$ cat src/rtl/mem_pkg.sv
// ============================================================================
// Module      : mem_pkg
// Description : Shared types and constants for the banked memory block.
//               Holds the controller state encoding and the preload image
//               written into the low words after every reset.
// Revision    : 1.0 - initial release
// ============================================================================
`default_nettype none

package mem_pkg;

  typedef enum logic [1:0] {
    ST_INIT = 2'd0,
    ST_IDLE = 2'd1,
    ST_RESP = 2'd2
  } state_t;

  localparam int unsigned INIT_IMAGE_LEN = 4;

  localparam logic [15:0] INIT_IMAGE [INIT_IMAGE_LEN] = '{
    16'h02F0, 16'h22E8, 16'h02E2, 16'h22D1
  };

  // Preload word k; words past the end of the image are zero.
  function automatic logic [15:0] init_image_word(input int unsigned k);
    if (k < INIT_IMAGE_LEN) begin
      return INIT_IMAGE[k[1:0]];
    end
    return 16'h0000;
  endfunction

endpackage

`default_nettype wire

$ cat src/rtl/byte_lane_ram.sv
// ============================================================================
// Module      : byte_lane_ram
// Description : One lane of the banked memory: a 2**ADDR_W-deep array of
//               DATA_W-bit entries with a write enable and a registered,
//               enable-gated read port. All updates on the falling clock edge.
// Ports       : clk       - clock (falling edge active)
//               rst       - asynchronous active-high reset (read register only)
//               i_we      - write enable for i_addr
//               i_re      - load read register from i_addr
//               i_addr    - entry address
//               i_wdata   - write data
//               o_rdata   - registered read data, held until the next i_re
// Revision    : 1.0 - initial release
// ============================================================================
`default_nettype none

module byte_lane_ram #(
  parameter int DATA_W = 8,
  parameter int ADDR_W = 5
) (
  input  logic              clk,
  input  logic              rst,
  input  logic              i_we,
  input  logic              i_re,
  input  logic [ADDR_W-1:0] i_addr,
  input  logic [DATA_W-1:0] i_wdata,
  output logic [DATA_W-1:0] o_rdata
);

  // Storage is intentionally not reset: contents survive a reset.
  logic [DATA_W-1:0] r_mem [2**ADDR_W];
  logic [DATA_W-1:0] r_rdata;

  always_ff @(negedge clk) begin
    if (i_we) begin
      r_mem[i_addr] <= i_wdata;
    end
  end

  always_ff @(negedge clk or posedge rst) begin
    if (rst) begin
      r_rdata <= '0;
    end else if (i_re) begin
      r_rdata <= r_mem[i_addr];
    end
  end

  assign o_rdata = r_rdata;

endmodule

`default_nettype wire

$ cat src/rtl/banked_memory.sv
// ============================================================================
// Module      : banked_memory
// Description : Byte-addressable memory built from an even and an odd byte
//               lane. Preloads INIT_WORDS words after reset, then serves word
//               and byte reads/writes with a one-cycle read latency.
//               Misaligned word accesses are rejected with an err pulse.
// Ports       : clk       - clock, all state changes on the falling edge
//               proc_rst  - asynchronous active-high reset
//               req/we/byte_mode/addr/wdata - request, sampled while ready=1
//               rdata     - read data (held between reads)
//               rvalid    - one-cycle pulse, rdata valid / access rejected
//               ready     - request can be accepted this cycle
//               busy      - preload in progress
//               err       - one-cycle pulse on a misaligned word access
// Revision    : 1.0 - initial release
// ============================================================================
`default_nettype none

module banked_memory
  import mem_pkg::*;
#(
  parameter int DATA_W     = 16,
  parameter int ADDR_W     = 5,
  parameter int INIT_WORDS = 4
) (
  input  logic              clk,
  input  logic              proc_rst,
  input  logic              req,
  input  logic              we,
  input  logic              byte_mode,
  input  logic [ADDR_W:0]   addr,
  input  logic [DATA_W-1:0] wdata,
  output logic [DATA_W-1:0] rdata,
  output logic              rvalid,
  output logic              ready,
  output logic              busy,
  output logic              err
);

  localparam int HALF_W = DATA_W / 2;
  localparam logic [ADDR_W:0] c_last_k =
    (ADDR_W+1)'((INIT_WORDS > 0) ? INIT_WORDS - 1 : 0);

  state_t              r_state, w_state_nxt;
  logic [ADDR_W:0]     r_k, w_k_nxt;
  logic                r_err, w_err_nxt;
  logic                r_rd_byte, w_rd_byte_nxt;
  logic                r_rd_odd, w_rd_odd_nxt;
  logic                w_we_even, w_we_odd, w_re;
  logic [ADDR_W-1:0]   w_ram_addr;
  logic [HALF_W-1:0]   w_wdata_even, w_wdata_odd;
  logic [HALF_W-1:0]   w_q_even, w_q_odd, w_q_sel;
  logic [DATA_W-1:0]   w_init_word;

  assign w_init_word = DATA_W'(init_image_word(32'(r_k)));

  always_ff @(negedge clk or posedge proc_rst) begin
    if (proc_rst) begin
      r_state   <= ST_INIT;
      r_k       <= '0;
      r_err     <= 1'b0;
      r_rd_byte <= 1'b0;
      r_rd_odd  <= 1'b0;
    end else begin
      r_state   <= w_state_nxt;
      r_k       <= w_k_nxt;
      r_err     <= w_err_nxt;
      r_rd_byte <= w_rd_byte_nxt;
      r_rd_odd  <= w_rd_odd_nxt;
    end
  end

  always_comb begin
    w_state_nxt   = r_state;
    w_k_nxt       = r_k;
    w_err_nxt     = r_err;
    w_rd_byte_nxt = r_rd_byte;
    w_rd_odd_nxt  = r_rd_odd;
    w_we_even     = 1'b0;
    w_we_odd      = 1'b0;
    w_re          = 1'b0;
    w_ram_addr    = addr[ADDR_W:1];
    w_wdata_even  = wdata[HALF_W-1:0];
    // A byte write always takes the low half of wdata, whichever lane it hits.
    w_wdata_odd   = byte_mode ? wdata[HALF_W-1:0] : wdata[DATA_W-1:HALF_W];

    case (r_state)
      ST_INIT: begin
        w_ram_addr   = r_k[ADDR_W-1:0];
        w_wdata_even = w_init_word[HALF_W-1:0];
        w_wdata_odd  = w_init_word[DATA_W-1:HALF_W];
        if (INIT_WORDS == 0) begin
          w_state_nxt = ST_IDLE;
        end else begin
          w_we_even = 1'b1;
          w_we_odd  = 1'b1;
          if (r_k == c_last_k) begin
            w_state_nxt = ST_IDLE;
          end else begin
            w_k_nxt = r_k + (ADDR_W+1)'(1);
          end
        end
      end

      ST_IDLE: begin
        if (req) begin
          w_err_nxt = 1'b0;
          if (!byte_mode && addr[0]) begin
            // Misaligned word access: no memory effect, rdata untouched.
            w_err_nxt   = 1'b1;
            w_state_nxt = ST_RESP;
          end else if (we) begin
            w_we_even = !byte_mode || !addr[0];
            w_we_odd  = !byte_mode ||  addr[0];
          end else begin
            w_re          = 1'b1;
            w_rd_byte_nxt = byte_mode;
            w_rd_odd_nxt  = addr[0];
            w_state_nxt   = ST_RESP;
          end
        end
      end

      ST_RESP: begin
        w_state_nxt = ST_IDLE;
      end

      default: begin
        w_state_nxt = ST_INIT;
      end
    endcase
  end

  byte_lane_ram #(.DATA_W(HALF_W), .ADDR_W(ADDR_W)) u_lane_even (
    .clk     (clk),
    .rst     (proc_rst),
    .i_we    (w_we_even),
    .i_re    (w_re),
    .i_addr  (w_ram_addr),
    .i_wdata (w_wdata_even),
    .o_rdata (w_q_even)
  );

  byte_lane_ram #(.DATA_W(HALF_W), .ADDR_W(ADDR_W)) u_lane_odd (
    .clk     (clk),
    .rst     (proc_rst),
    .i_we    (w_we_odd),
    .i_re    (w_re),
    .i_addr  (w_ram_addr),
    .i_wdata (w_wdata_odd),
    .o_rdata (w_q_odd)
  );

  // Lane outputs only change on an accepted read, and the access-type flags
  // are captured on the same edge, so rdata holds between reads.
  assign w_q_sel = r_rd_odd ? w_q_odd : w_q_even;
  assign rdata   = r_rd_byte ? {{HALF_W{w_q_sel[HALF_W-1]}}, w_q_sel}
                             : {w_q_odd, w_q_even};

  assign busy   = (r_state == ST_INIT);
  assign ready  = (r_state == ST_IDLE);
  assign rvalid = (r_state == ST_RESP);
  assign err    = (r_state == ST_RESP) && r_err;

endmodule

`default_nettype wire

$ cat config.mk
export PLATFORM = sky130hd
export DESIGN_NAME = banked_memory
export DESIGN_NICKNAME = d
export VERILOG_FILES = /design/src/rtl/mem_pkg.sv /design/src/rtl/byte_lane_ram.sv /design/src/rtl/banked_memory.sv
export SDC_FILE = /design/constraint.sdc
export NUM_CORES = 1
export LEC_CHECK = 0
export CAP_MARGIN = 20
export CORE_UTILIZATION = 55
export CTS_BUF_LIST = sky130_fd_sc_hd__clkbuf_8 sky130_fd_sc_hd__clkbuf_16
export CTS_CLUSTER_DIAMETER = 80
export CTS_CLUSTER_SIZE = 16
export DETAILED_ROUTE_END_ITERATION = 7
export PLACE_DENSITY_LB_ADDON = 0.12
export RECOVER_POWER = 50
export SLEW_MARGIN = 20
export SYNTH_ARGS = -nofsm -noshare
export SYNTH_HDL_FRONTEND = slang
export SYNTH_HIERARCHICAL = 1
export SYNTH_SLANG_ARGS = --single-unit
$ cat constraint.sdc
create_clock -name clk -period 9.6 [get_ports clk]
set_input_delay 2.4 -clock clk [delete_from_list [all_inputs] [get_ports clk]]
set_output_delay 2.4 -clock clk [all_outputs]
set_load 0.03 [all_outputs]
Word level (Yosys, flattened, before mapping)
Memory sizes are Yosys's and may differ from the RTL's. A register that Yosys moved wholly into a read port is not among the register bits. Index checks and enable logic that the tools add are counted. Widths: inputs -> output; s select.

Word-level logic and storage cells: 65. Memories: 2. Register bits after elaboration: 11. Bits in writable memories: 512.

Memory list: u_lane_even.r_mem (words 32, width 8, rd ports 1, clocked after memory_dff 1, wr ports 1, RTL line byte_lane_ram.sv:31) `logic [DATA_W-1:0] r_mem [2**ADDR_W];`; u_lane_odd.r_mem (words 32, width 8, rd ports 1, clocked after memory_dff 1, wr ports 1, RTL line byte_lane_ram.sv:31).

Bitwise logic cells: 4. $add $sub $neg: 1. Muxes and demuxes: 34. Order comparisons: 2. Reduce and logical (&&, ||, !) cells: 11. Equal/unequal tests: 6.

Operator list (number): $mux 16 (5); $bmux 16 s2 (1); $mux 8 (4); $mux 1 (16); $mux 2 (4); $add 6x1->6 const B (1); $eq 6x2->1 const B (1); $lt 6x3->1 const B (1); $pmux 2 s3 (1); $mux 5 (1); $pmux 1 s2 (2); $reduce_and 2->1 (2); $reduce_and 4->1 (1); $ge 3x3->1 const B (1); $ne 3x2->1 const B (1); $not 1->1 (3); $not 2->3 (1); $reduce_and 3->1 (1); $eq 2x1->1 const B (1); $eq 2x2->1 const B (1); $logic_and 1x1->1 (2); $logic_not 1->1 (2); $logic_not 2->1 (1); $logic_or 1x1->1 (2); 2 further kinds (2).

Longest topological paths before layout
Gate-level depths: netlist of run 1.

Word-level depth: 8. Gate-level depth with buffers: 14. Gate-level depth less buffers: 9.

Cells and area by module
The synthesis of run 1 kept the hierarchy.

By module, submodules not included: byte_lane_ram (area each 10391.2 sq um, times used 2, sequential area each 7887.6 sq um, cells an instance 548); banked_memory (area each 1057.3 sq um, times used 1, sequential area each 275.3 sq um, cells an instance 140).

==> results of run 1 <==
==> final cells by class <==
cell class,count,share of cell area [%]
inverters,21,0.2957
clock buffers,41,3.789
clock inverters,522,7.255
repair buffers,232,7.301
diodes,1,0.009242
well taps,518,2.394
flip-flops and latches,539,59.28
multi-input cells,613,19.68
==> worst paths after layout <==
check                      startpoint                  endpoint  slack [ns]  cells after the start
min                             r_err                     r_err        0.42                      2
min reg2reg                     r_err                     r_err        0.42                      2
max reg2reg                r_state[1]  u_lane_even/r_mem[11][5]        5.57                      6
max in group asynchronous    proc_rst                r_state[1]        2.10                      2
min in group asynchronous    proc_rst     u_lane_odd/o_rdata[3]        7.10                      2
max                         r_rd_byte                  rdata[0]        0.11                      3
==> flip-flops by register name, indices dropped and copies added, names as in the netlist <==
signal and flops:
u_lane_even/o_rdata 8, r_k 6, r_rd_byte 1, u_lane_odd/r_mem 256
r_rd_odd 1, r_err 1, u_lane_odd/o_rdata 8, r_state 2
u_lane_even/r_mem 256
==> cells by family after synthesis <==
family | after synthesis | share of synthesized area, %
mux | 192 | 13.55
buf+inv | 84 | 2.315
xor+xnor | 4 | 0.1604
flops | 539 | 73.49
fa+ha+maj | 4 | 0.2292
compound gates | 146 | 4.262
simple gates | 267 | 5.993
==> repair_timing <==
item	4_1_cts	5_1_grt
gates cloned	0	0
setup endpoints to repair	7	3
resized for setup	5	3
==> power by group through the flow <==
stage	Clock [mW]	Sequential, mW	Combinational (mW)
2_1_floorplan	0.317	3.16	1.63
3_3_place_gp	0.317	3.18	2.66
6_report	2.34	3.17	2.66
5_1_grt	2.64	3.18	2.83
3_5_place_dp	0.317	3.18	2.69
4_1_cts	2.41	3.15	2.70
==> synth_stat cells (6+ instances only) <==
cell type	number	share of area [%]
edfxtp_1	512	70
nor2_1	104	1.8
mux2i_1	89	4.1
mux4_2	62	6.4
nand2_1	59	1.0
o21ai_0	43	0.99
o22ai_1	28	0.80
dfrtn_1	27	3.1
mux2_2	27	1.4
nand3_1	22	0.50
a21oi_1	20	0.46
buf_2	20	0.46
inv_1	20	0.34
buf_4	15	0.52
clkbuf_1	14	0.24
mux4_1	14	1.7
a31oi_1	12	0.34
nor3_1	12	0.28
a22oi_1	10	0.34
a32oi_1	10	0.40
buf_6	10	0.52
nand4_1	10	0.29
or4_1	8	0.28
and2_1	7	0.20
and3_1	7	0.20
nor2b_1	7	0.20
nand2b_1	6	0.17
==> stage by stage <==
stage | std cells | util (%)
floorplan | 1236 | -
detailed placement | 1925 | 62.11
CTS | 2486 | 69.78
global placement | 1925 | 62.11
finish | 2487 | 69.58
global route | 2486 | 69.57
==> worst max-delay path, stage by stage (launching register included) <==
cell and delay [ns]:
dfrtn_1 0.57, nand2_2 0.24, o21ai_0 0.20, clkdlybuf4s50_1 0.72
==> routing by layer <==
| layer | vias up | part of all wire (%) |
|---|---|---|
| met5 | - | 0.019 |
| li1 | 6353 | - |
| met4 | 2 | 1.8 |
| met2 | 662 | 46 |
| met3 | 80 | 9.2 |
| met1 | 6890 | 43 |
==> flow_summary.ini, run 1 <==
[pwr]
clkPwrFrac_pct = 28.6
switching_share_pct = 36.69
finalPower_mw = 8.172
p_int_mw = 5.173
p_seq_share_pct = 38.8
switching_power_mw = 2.998
total_leakage_power_nw = 11.36
peakVddDrop_mv = 0.1662
p_per_area_nw_per_um2 = 301.8
pwr-share-comb_pct = 32.6

[timing]
finalClockSkew_ns = 0.07602
fin_ws_ns = 0.1102
holdWs_ns = 0.4212
worstMarginPinSlew_ns = 1.953
slew_headroom_pct = -31.08
finalSetupViolCount = 0
hold_viol_final = 0
rsz0062_at_grt = no
finalSetupTns_ns = 0
drv_slew = 220

[final_layout]
fill_cells = 2648
multi_input_area_um2 = 5329
area_growth_pct = 23.98
fin_nets = 1989
final_common_cell = inv_1
stdcell_area_um2 = 27080
final_cell_mix = 538 x inv_1, 512 x edfxtp_1, 153 x buf_4
final-seq-area_um2 = 16050
drive_above_1_share_pct = 16.51

[synthesis]
ys_types = 54
syn_nets = 1267
yosys_warnings = 6
netlist_area_um2 = 21840
async_reset_ff_share_pct = 5.009
ys.flop_type = edfxtp_1
synthCells = 1236
synth_edf_count = 512
syn_avg_cell_area_um2 = 17.67
synth_seq_cells = 539
yosysSeqAreaShare_pct = 73.49

[outcome]
violations = capacitance limit, slew limit
outcome = complete, but fails checks

[global_routing]
grt_usage_pct = 27.13
antenna_found_initial = 4
grtUsageMet2_pct = 40.10
top_usage_layer = met2
grt_pass1_wl_um = 81810
grt_use_met3_pct = 8.422
grt_overflow_total = 0
grt_max_degree = 36
grt_util_met1_pct = 38.13
grt_pass1_vias = 14830

[clock_tree]
insertion_delay_ns = 0.62
cts_sinks = 539
post_cts_buffers = 0
cts-buffers-inserted = 39
h-tree-depth = 2
clkTransAtPathRegs_ns = 0.06
cts_buffer_depth = 3
cts_tree = built
postCtsHoldBufs = 0
cts_root_buf = clkbuf_16

[setup_path]
cp_max_fo = 14
cp-end-kind = primary output
cp.arrival_ns = 7.09
worst-setup-path-type = reg -> out
crit_path_start_kind = flip-flop
cp.required_ns = 7.20

[floorplan]
ios = 47
rows = 72
fp.dieW_um = 201.3
design.core.area_um2 = 38920
initial_core_util_pct = 56.12
die_h_um = 201.3
dieArea_um2 = 40510

[route]
viasPerCell = 5.624
wl_per_cell_um = 21.53
routed_wl_um = 53560
num_vias = 13990
dr.pass1.iters = 6
drt-initial-drc-count = 1329
drc = 0
final_antenna_net_count = 0

[place]
place_congestion = 0.8982
io_buffers = 46
dpl.hpwl_um = 33700
pre_cts_ws_ns = -0.08348
dpl_cell_area_um2 = 24170

[job]
maxCapViolCount = 7

[worst_hold_path]
min_path_type = reg -> reg
Note: power is estimated with default switching activity, not from simulation.
==> inputs of run 2 (changes only) <==
Settings changed: CORE_ASPECT_RATIO set to 0.6, RECOVER_POWER 50 to 25.
==> run 2 against run 1 <==
Effect of this change:
- the run still ends with capacitance limit, slew limit left
- sequential share of layout area fell by 0.55 points
- flip-flop and latch count did not move
- global-route usage rose by 1.7 points
- utilization rose by 0.33 points
- clock skew rose by 0.00095 ns
- via count rose by 2.6%
- critical path type unchanged
==> flow_summary.ini, run 2 (synthesis results as in run 1) <==
[setup_path]
cp_max_fo = 9
cp.arrival_ns = 7.11
cp-end-kind = primary output
crit_path_start_kind = flip-flop
cp.required_ns = 7.20
worst-setup-path-type = reg -> out

[final_layout]
fin_nets = 2014
drive_above_1_share_pct = 17.76
area_growth_pct = 25.15
stdcell_count = 2515
diodes = 0
top_regs = u_lane_even/r_mem x256, u_lane_odd/r_mem x256
final_cell_mix = 536 x inv_1, 512 x edfxtp_1, 184 x buf_4
final_common_cell = inv_1

[place]
dpl.hpwl_um = 37790
io_buffers = 46
dp_cells = 1953
pre_cts_ws_ns = -0.2222
place_congestion = 0.9357

[clock_tree]
h-tree-depth = 2
cts_root_buf = clkbuf_16
cts_sinks = 539
clkTransAtPathRegs_ns = 0.06
cts-buffers-inserted = 39
cts_buffer_depth = 3
postCtsHoldBufs = 0
insertion_delay_ns = 0.63
cts_tree = built

[timing]
slew_headroom_pct = -29.64
worstMarginPinSlew_ns = 1.945
rsz0062_at_grt = no
hold_viol_final = 0
finalClockSkew_ns = 0.07697
fin_ws_ns = 0.08534
finalSetupViolCount = 0
drv_slew = 264

[global_routing]
grt_overflow_total = 0
grt_max_degree = 33
grt_usage_pct = 28.86
grt_pass1_wl_um = 84730
grt_pass1_vias = 14800
antenna_found_initial = 1

[worst_hold_path]
min_path_type = reg -> reg

[floorplan]
fp.dieW_um = 259.3
rows = 56
dieArea_um2 = 40540
ios = 47
design.core.area_um2 = 39100
die_h_um = 156.4
initial_core_util_pct = 55.86

[route]
viasPerCell = 5.706
num_vias = 14350
dr.pass1.iters = 6
wl_per_cell_um = 22.64
final_antenna_net_count = 0
drt-initial-drc-count = 1641
routed_wl_um = 56940
drc = 0

[outcome]
outcome = complete, but fails checks
violations = capacitance limit, slew limit

[pwr]
p_per_area_nw_per_um2 = 307.3
total_leakage_power_nw = 11.50
finalPower_mw = 8.399
peakVddDrop_mv = 0.2341

[job]
maxCapViolCount = 8
## run 2: cell count changes in the layout (fill, tap and decap cells not counted), sizes merged
cell          change
dlymetal6s2s      +1
clkbuf            -9
inv               -1
diode             -1
bufinv            +1
buf              +33
clkinv            +1
dlygate4sd2       -1
## run 2: repair_timing
item	in CTS	in global routing
setup buffers	0	1
gates resized for setup	1	4
cloned	0	0
setup endpoints to repair	7	10
pin swaps	0	0
## run 2: layout make-up
class | count | area, um^2
timing repair buffer | 257 | 2213
inverter | 21 | 80.08
clock buffer | 40 | 1001
fill | 2683 | 11770
multi-input combinational | 613 | 5335
tap | 522 | 653.1
sequential | 539 | 16050
clock inverter | 523 | 1999
## run 2: critical path, stage by stage, from the launching register on
cell,delay (ns)
dfrtn_1,0.46
mux2_2,0.35
nand2_1,0.20
o21ai_0,0.13
clkdlybuf4s50_1,0.61
## run 2: stage by stage
stage	cell area [um^2]	setup TNS, ns	util [%]	hold slack, ns
floorplan	21840	0	-	0.4023
global placement	24370	-1.445	62.33	0.4497
detailed placement	24370	-1.843	62.33	0.4592
CTS	27360	0	69.99	0.4594
global route	27330	0	69.91	0.4885
finish	27330	0	69.91	0.4591
## run 2: routing by layer
| layer | routed length [um] | vias to the layer above | GRT usage, % |
|---|---|---|---|
| met3 | 7538 | 51 | 12.36 |
| li1 | - | 6410 | - |
| met4 | 665 | 0 | 8.683 |
| met2 | 23190 | 746 | 37.23 |
| met1 | 25540 | 7143 | 43.79 |
| met5 | 0 | - | 0.7246 |
## run 2: worst paths after layout
| check | startpoint | to | slack [ns] | cells past startpoint |
|---|---|---|---|---|
| setup reg to reg | r_state[0] | u_lane_odd/o_rdata[4] | 5.85 | 9 |
| setup / recovery | r_rd_odd | rdata[9] | 0.09 | 4 |
| hold reg to reg | u_lane_odd/o_rdata[6] | u_lane_odd/o_rdata[6] | 0.46 | 1 |
| hold / removal | u_lane_odd/o_rdata[6] | u_lane_odd/o_rdata[6] | 0.46 | 1 |
| max in group asynchronous | proc_rst | r_k[4] | 2.03 | 2 |
| min in group asynchronous | proc_rst | u_lane_even/o_rdata[4] | 7.05 | 2 |
## run 2: where the power goes
part,switching [mW],internal (mW),total (mW)
logic,1.74,1.12,2.86
registers,0.0795,3.09,3.17
clock network,1.32,1.04,2.37
==> inputs of run 3 (changes only) <==
Settings changed: CTS_CLUSTER_SIZE 16 to not set.
==> run 3 against run 2 <==
Effect of this change:
- the flow still finishes with violations (capacitance limit, slew limit)
- cell area increased by 1.9%
- first-iteration DRC count is 6.8% lower
- cell count increased by 1.6%
- sequential power about the same
- routed wire length grew 0.70%
- largest power group unchanged
- highest routed layer unchanged
==> flow_summary.ini, run 3 (synthesis results as in run 1) <==
[final_layout]
area_growth_pct = 27.53
multi_input_area_um2 = 5335
stdcell_count = 2555
final_cell_mix = 543 x inv_1, 512 x edfxtp_1, 184 x buf_4
final-seq-area_um2 = 16050
diodes = 0
fill_cells = 2618
top_regs = u_lane_even/r_mem x256, u_lane_odd/r_mem x256
fin_nets = 2026
final_common_cell = inv_1
drive_above_1_share_pct = 18.99

[setup_path]
cp-end-kind = primary output
reg2reg_depth = 9
cp.required_ns = 7.20
cp.arrival_ns = 7.12
cp_cell_sequence = mux2_2 -> nand2_1 -> o21ai_0 -> clkdlybuf4s50_1
timing.reg2reg.setup_slack_ns = 5.82
path_buf_inv = 1
cp_slowest_stage_delay_ns = 0.61
cp_slowest_cell = clkdlybuf4s50_1
rr_endpoint = u_lane_even/o_rdata[2]
worst-setup-path-type = reg -> out
rr_startpoint = r_state[0]
crit_family = buffers and inverters
cp_max_fo = 9
crit_path_start_kind = flip-flop
crit_start = r_rd_odd
crit_cells = 4
timing.critical_path.to = rdata[9]

[timing]
drv_slew = 264
hold_viol_final = 0
rsz0062_at_grt = no
finalSetupTns_ns = 0
worstMarginPinSlew_ns = 1.933
finalSetupViolCount = 0
finalClockSkew_ns = 0.07543
slew_headroom_pct = -28.87

[floorplan]
die_h_um = 156.4
dieArea_um2 = 40540
rows = 56
design.core.area_um2 = 39100
ios = 47
initial_core_util_pct = 55.86
fp.dieW_um = 259.3

[place]
io_buffers = 46
dp_cells = 1953
dpl.hpwl_um = 37790
place_congestion = 0.9357

[worst_hold_path]
min_path_type = reg -> reg

[pwr]
pwr-share-comb_pct = 32.5
p_int_mw = 5.577
p_per_area_nw_per_um2 = 316.7
peakVddDrop_mv = 0.2281
clkPwrFrac_pct = 31.5
total_leakage_power_nw = 11.75
switching_share_pct = 36.77
switching_power_mw = 3.244
p_seq_share_pct = 36.0

[route]
wl_per_cell_um = 22.44
routed_wl_um = 57340
final_antenna_net_count = 0
num_vias = 14490
drc = 0
viasPerCell = 5.671
dr.pass1.iters = 7
drt-initial-drc-count = 1529

[clock_tree]
h-tree-depth = 2
clkTransAtPathRegs_ns = 0.05
cts-buffers-inserted = 51
cts_tree = built
postCtsHoldBufs = 0
cts_sinks = 539
cts_root_buf = clkbuf_16
insertion_delay_ns = 0.63
cts_buffer_depth = 3

[global_routing]
grt_pass1_wl_um = 85200
grt_pass1_vias = 14900
grt_max_degree = 33
antenna_found_initial = 0
grt_usage_pct = 29.07
grt_overflow_total = 0

[outcome]
outcome = complete, but fails checks
violations = capacitance limit, slew limit

[job]
maxCapViolCount = 8
==> run 3: metrics by stage <==
stage,instance area (um^2),worst slack [ns],total power [mW],hold slack [ns],utilization (%)
2_1_floorplan,21840,0.3229,5.102,0.4023,-
3_3_place_gp,24370,-0.1912,6.311,0.4497,62.33
3_5_place_dp,24370,-0.2222,6.339,0.4592,62.33
4_1_cts,27880,0.01448,8.870,0.4592,71.32
5_1_grt,27850,0.0001692,9.323,0.4880,71.24
6_report,27850,0.07794,8.821,0.4566,71.24
==> run 3: how the worst min path moves through the flow <==
stage | startpoint | end | slack (ns) | cells past startpoint
global placement | u_lane_odd/o_rdata[6] | u_lane_odd/o_rdata[6] | 0.45 | 1
detailed placement | u_lane_odd/o_rdata[6] | u_lane_odd/o_rdata[6] | 0.46 | 1
global route | u_lane_odd/o_rdata[6] | u_lane_odd/o_rdata[6] | 0.49 | 1
finish | u_lane_odd/o_rdata[6] | u_lane_odd/o_rdata[6] | 0.46 | 1
CTS | u_lane_odd/o_rdata[6] | u_lane_odd/o_rdata[6] | 0.46 | 1
floorplan | r_err | r_err | 0.40 | 2
==> run 3: power by group through the flow <==
| stage | clock (mW) | sequential [mW] | combinational [mW] |
|---|---|---|---|
| 6_report | 2.78 | 3.17 | 2.87 |
| 5_1_grt | 3.12 | 3.18 | 3.03 |
| 4_1_cts | 2.86 | 3.16 | 2.85 |
| 3_5_place_dp | 0.317 | 3.19 | 2.84 |
| 3_3_place_gp | 0.317 | 3.18 | 2.81 |
| 2_1_floorplan | 0.317 | 3.16 | 1.63 |
==> run 3: final cells by class <==
cell class              instances  share of cell area (%)
clock buffers                  53                   4.762
clock inverters               550                   7.879
inverters                      21                  0.2875
multi-input cells             613                   19.15
flip-flops and latches        539                   57.63
well taps                     522                   2.345
repair buffers                257                   7.947
==> run 3: per-layer routing <==
| metal | vias up | global-route usage (%) | wire length (um) |
|---|---|---|---|
| li1 | 6461 | - | - |
| met1 | 7218 | 44.15 | 25980 |
| met2 | 732 | 37.59 | 23380 |
| met3 | 78 | 12.50 | 7117 |
| met4 | 0 | 8.627 | 863 |
| met5 | - | 0 | 0 |
==> run 3: repair_timing <==
| item | 4_1_cts | 5_1_grt |
|---|---|---|
| pin swaps | 0 | 0 |
| setup buffers | 0 | 1 |
| gates resized for setup | 1 | 4 |
| endpoints found under the setup margin | 7 | 11 |
==> edit 1: new RTL, flow settings as in run 3 <==
`ADDR_W` is set to 5 in 2 places; all go to 4.
--- a/src/rtl/byte_lane_ram.sv
+++ b/src/rtl/byte_lane_ram.sv
@@ -16,7 +16,7 @@
 
 module byte_lane_ram #(
   parameter int DATA_W = 8,
-  parameter int ADDR_W = 5
+  parameter int ADDR_W = 4
 ) (
   input  logic              clk,
   input  logic              rst,
--- a/src/rtl/banked_memory.sv
+++ b/src/rtl/banked_memory.sv
@@ -20,7 +20,7 @@
   import mem_pkg::*;
 #(
   parameter int DATA_W     = 16,
-  parameter int ADDR_W     = 5,
+  parameter int ADDR_W     = 4,
   parameter int INIT_WORDS = 4
 ) (
   input  logic              clk,
Ports: changed (resized addr); port bits go from 47 to 46. No check against the original RTL was run, so the function may have changed too.
==> edit 1 against run 3 <==
  * Sequential cell count fell by 257
  * Synthesized area is 46% lower
  * Cell area is 47% lower
  * Routed wire length shrank 49%
  * Non-clock buffer count shrank 142
  * Die area decreased by 46%
  * Cell count decreased by 45%
  * Worst setup slack better by 0.010 ns
  * Critical path depth stayed put
  * Total power shrank 45%
  * First-iteration DRC count is 47% lower
  * Core utilization shrank 1.3 points
  * Sequential share of layout area fell by 0.93 points
  * Critical path type unchanged
==> edit 1: results (changes against run 3) <==
stage,metric,value,unit,change
run_status,status,finished clean,,"was finished, violations left"
power,Pleak,6.25,nW,was 11.8 nW
cells_and_area,area grow syn2layout,24.6,%,was 27.5%
cells_and_area,biggest regs,"u_lane_even/r_mem x128, u_lane_odd/r_mem x128",,"was u_lane_even/r_mem x256, u_lane_odd/r_mem x256"
cells_and_area,fraction of layout cells with a size suffix above 1,12.7,%,was 19.0%
power,Switching Fraction,38.3,%,was 36.8%
placed_design,IO Port Bufs,45,,was 46
global_routing,vias in the first global route,8064,,was 14.9k
placed_design,hpwl dp,19700,um,"was 37,800 um"
placed_design,dpl ws,0.0686,ns,was -0.222 ns
logic_synthesis,register area share after synthesis,70.6,%,was 73.5%
logic_synthesis,count of cell types in the netlist,47,,was 54
drt,Via Count,7848,,was 14.5k
logic_synthesis,syn nets,768,,"was 1,267"
min_path,worst hold path stage count,2,,was 1
drt,routed len/inst,21.0,um,was 22.4 um
placed_design,placed instance area,12900,sq um,"was 24,400 sq um"
logic_synthesis,post-synthesis compound-gate area fraction,6.23,%,was 4.26%
global_routing,largest net degree at the start of global routing,37,,was 33
logic_synthesis,mux cell area share after synthesis,12.5,%,was 13.5%
sta,clk_skew,0.0744,ns,was 0.0754 ns
logic_synthesis,Post-synth EDFFs,256,,was 512
drt,DR vias/cell,5.63,,was 5.67
placed_design,RePlAce Congestion,0.866,,was 0.936
drt,TritonRoute pass-1 iters,5,,was 7
cells_and_area,net total in the final layout,1124,,"was 2,026"
logic_synthesis,syn_area_per_cell,16.0,sq um,was 17.7 sq um
setup_path,Reg2Reg Setup Slack,5.98,ns,was 5.82 ns
global_routing,first-pass GRT wire length,44600,um,"was 85,200 um"
power,Switching Power,1.85,mW,was 3.24 mW
logic_synthesis,Synth top cells by count,"256 x edfxtp_1, 105 x mux2i_1, 66 x nor2_1, 34 x nand2_1, 28 x o21ai_0",,"was 512 x edfxtp_1, 104 x nor2_1, 89 x mux2i_1, 62 x mux4_2, 59 x nand2_1"
clock_tree,TritonCTS buffer count,27,,was 51
logic_synthesis,Async SR Flop Fraction,9.22,%,was 5.01%
cells_and_area,fillers,1459,,"was 2,618"
sta,fin worst setup slack,0.0881,ns,was 0.0779 ns
logic_synthesis,adder-cell share of the synthesized area,0.318,%,was 0.229%
setup_path,Worst R2R End,u_lane_even/o_rdata[3]$_DFFE_NP0P_,,was u_lane_even/o_rdata[2]$_DFFE_NP0P_
sta,actual slew at the worst max-slew pin,1.13,ns,was 1.93 ns
setup_path,Worst Path Arrival,7.11,ns,was 7.12 ns
[edit 1: cell types whose count changed in the layout (fill, tap and decap cells not counted), sizes merged, moves of 24 or more]
cell / before / now
nor2: 104 / 66
buf: 200 / 66
edfxtp: 512 / 256
mux4: 76 / 16
nand2: 59 / 34
clkbuf: 64 / 34
inv: 548 / 279
mux2: 27 / 3
[edit 1: critical path: stages, from the launching register on]
cell and delay (ns):
dfrtn_1 0.48, mux2_2 0.35, nand2_1 0.24, o21ai_0 0.27
dlygate4sd2_1 0.43
[edit 1: how the worst min path moves through the flow]
stage,slack [ns],end,from
after floorplan,0.40,r_err$_DFFE_NP0P_,r_err$_DFFE_NP0P_
after global placement,0.43,r_err$_DFFE_NP0P_,r_err$_DFFE_NP0P_
after detailed placement,0.49,r_err$_DFFE_NP0P_,r_err$_DFFE_NP0P_
after CTS,0.49,r_k[4]$_DFFE_NP0P_,r_k[4]$_DFFE_NP0P_
after global routing,0.54,r_k[4]$_DFFE_NP0P_,r_k[4]$_DFFE_NP0P_
final,0.49,r_err$_DFFE_NP0P_,r_err$_DFFE_NP0P_
[edit 1: final cells by class]
cell class,instances,area share (%)
clock buffers,30,4.95
well taps,279,2.37
clock inverters,275,7.57
multi-input cells,396,21.1
inverters,17,0.485
repair buffers,115,6.80
flip-flops and latches,282,56.7
[edit 1: layer usage]
layer	up-vias	global-route usage [%]	share of wire (%)
met2	380	37.6	42
met3	32	8.75	10
met1	3856	42.8	47
met5	-	0	0
met4	0	6.77	1.2
li1	3580	-	-
[edit 1: timing repair]
| item | in CTS | in global routing |
|---|---|---|
| setup endpoints to repair | 12 | 4 |
| setup buffers | 2 | 0 |
| cloned | 0 | 0 |
| resized for setup | 7 | 4 |
==> edit 2: new RTL, settings of run 3 <==
Made on the original files. Reset style: synchronous (`proc_rst` and `rst`), changed in 2 clocked blocks. Comments in the files are not updated.
--- a/src/rtl/byte_lane_ram.sv
+++ b/src/rtl/byte_lane_ram.sv
@@ -37,7 +37,7 @@
     end
   end
 
-  always_ff @(negedge clk or posedge rst) begin
+  always_ff @(negedge clk) begin
     if (rst) begin
       r_rdata <= '0;
     end else if (i_re) begin
--- a/src/rtl/banked_memory.sv
+++ b/src/rtl/banked_memory.sv
@@ -54,7 +54,7 @@
 
   assign w_init_word = DATA_W'(init_image_word(32'(r_k)));
 
-  always_ff @(negedge clk or posedge proc_rst) begin
+  always_ff @(negedge clk) begin
     if (proc_rst) begin
       r_state   <= ST_INIT;
       r_k       <= '0;
Check against the original RTL: not equivalent (Yosys sat finds a counterexample within 10 cycles, from zero or initial values and one cycle with proc_rst high; the reset may be asserted at any time).
==> edit 2 against run 3 <==
  * Total power is 7.4% lower
  * Die area increased by 0.77%
  * Via count increased by 3.0%
  * The flow still finishes with violations (max-capacitance violations, max-slew violations)
  * Worst setup slack worse by 0.0064 ns
  * Cell area up 1.3%
  * Synthesized area grew 0.77%
  * Sequential share of layout area down 1.2 points
  * Critical path depth is 4 higher
  * Routed wire length is 4.6% higher
  * Non-clock buffer count is the same
  * Sequential cell count unchanged
  * Combinational power decreased by 25%
  * Core utilization rose by 0.68 points
==> edit 2: results (changes against run 3) <==
stage,metric,value,unit,change
placed_design,placed instance area,24500,sq um,"was 24,400 sq um"
logic_synthesis,top post-synthesis cells by area,"edfxtp_1 70%, mux4_2 5.6%, mux2i_1 4.5%, mux4_1 3.1%, dfxtp_1 2.5%",,"was edfxtp_1 70%, mux4_2 6.4%, mux2i_1 4.1%, dfrtn_1 3.1%, nor2_1 1.8%"
clock_tree,TritonCTS buffer count,50,,was 51
sta,clk_skew,0.0315,ns,was 0.0754 ns
clock_tree,"CTS clk-pin slew, worst paths",0.03,ns,was 0.05 ns
sta,Pins Over Slew Limit,226,,was 264
placed_design,RePlAce Congestion,0.987,,was 0.936
setup_path,Worst Path Arrival,5.15,ns,was 7.12 ns
clock_tree,post_cts resized,0,,was 1
power,Pleak,11.8,nW,about the same
cells_and_area,net total in the final layout,2046,,"was 2,026"
placed_design,placed cell count,1949,,"was 1,953"
global_routing,first-pass GRT wire length,88800,um,"was 85,200 um"
power,"IR drop worst, VDD",0.000207,V,was 0.000228 V
logic_synthesis,syn nets,1273,,"was 1,267"
placed_design,dpl ws,-0.204,ns,was -0.222 ns
drt,Via Count,14900,,was 14.5k
run,max_cap viols,8,,unchanged
cells_and_area,fraction of layout cells with a size suffix above 1,18.4,%,was 19.0%
run_status,failing checks,"max-capacitance violations, max-slew violations",,unchanged
logic_synthesis,syn_area_per_cell,17.7,sq um,about the same
logic_synthesis,count of cell types in the netlist,73,,was 54
cells_and_area,final cell count without fillers,2579,,"was 2,555"
setup_path,CP max stage cell,nor4_1,,was clkdlybuf4s50_1
run_status,status,"finished, violations left",,unchanged
logic_synthesis,Synth top cells by count,"512 x edfxtp_1, 101 x nor2_1, 99 x mux2i_1, 55 x mux4_2, 48 x nand2_1",,"was 512 x edfxtp_1, 104 x nor2_1, 89 x mux2i_1, 62 x mux4_2, 59 x nand2_1"
global_routing,largest net degree at the start of global routing,36,,was 33
drt,WL final,59900,um,"was 57,300 um"
power,Comb group,2.14,mW,was 2.87 mW
global_routing,vias in the first global route,15600,,was 14.9k
power,sequential share of power,36.6,%,was 36.0%
power,total power,8.17,mW,was 8.82 mW
-- edit 2: final timing paths --
kind / from / endpoint / slack [ns] / cells past startpoint
min reg2reg: u_lane_odd/o_rdata[2]$_SDFFE_NP0P_ / u_lane_odd/o_rdata[2]$_SDFFE_NP0P_ / 0.49 / 2
min: u_lane_odd/o_rdata[2]$_SDFFE_NP0P_ / u_lane_odd/o_rdata[2]$_SDFFE_NP0P_ / 0.49 / 2
max: byte_mode / u_lane_odd/o_rdata[4]$_SDFFE_NP0P_ / 0.07 / 8
max reg2reg: r_state[1]$_SDFFE_NP0P_ / u_lane_even/r_mem[12][5]$_DFFE_NP_ / 5.74 / 5
-- edit 2: logic make-up (layout without fill, tap and decap cells) --
family	count (synthesis)	count (layout)	share of synthesized area [%]
AOI/OAI and AO/OA	151	151	4.97
muxes	190	190	13.7
buffers and inverters	92	907	2.62
adders and majority gates	4	4	0.227
and+or+nand+nor	266	266	6.12
DFF	539	539	72.3
-- edit 2: cell type report --
type / count / area [sq um] / area share (%)
sequential: 539 / 15900 / 56.4
multi-input combinational: 611 / 5600 / 19.8
clock inverter: 580 / 2480 / 8.79
timing repair buffer: 257 / 2180 / 7.73
clock buffer: 53 / 1330 / 4.70
tap: 522 / 653 / 2.31
inverter: 17 / 63.8 / 0.226
-- edit 2: routing by layer --
| layer | global-route usage (%) | share of wire, % | vias up | routed length, um |
|---|---|---|---|---|
| li1 | - | - | 6567 | - |
| met1 | 45.4 | 44 | 7402 | 26500 |
| met2 | 38.6 | 41 | 889 | 24600 |
| met3 | 14.4 | 14 | 59 | 8290 |
| met4 | 8.99 | 0.96 | 0 | 577 |
| met5 | 0 | 0 | - | 0 |
-- edit 2: worst min-delay path, cell delays in order, from the launching register on --
cell,delay (ns)
dfxtp_1,0.30
nor2_1,0.08
a211oi_1,0.05
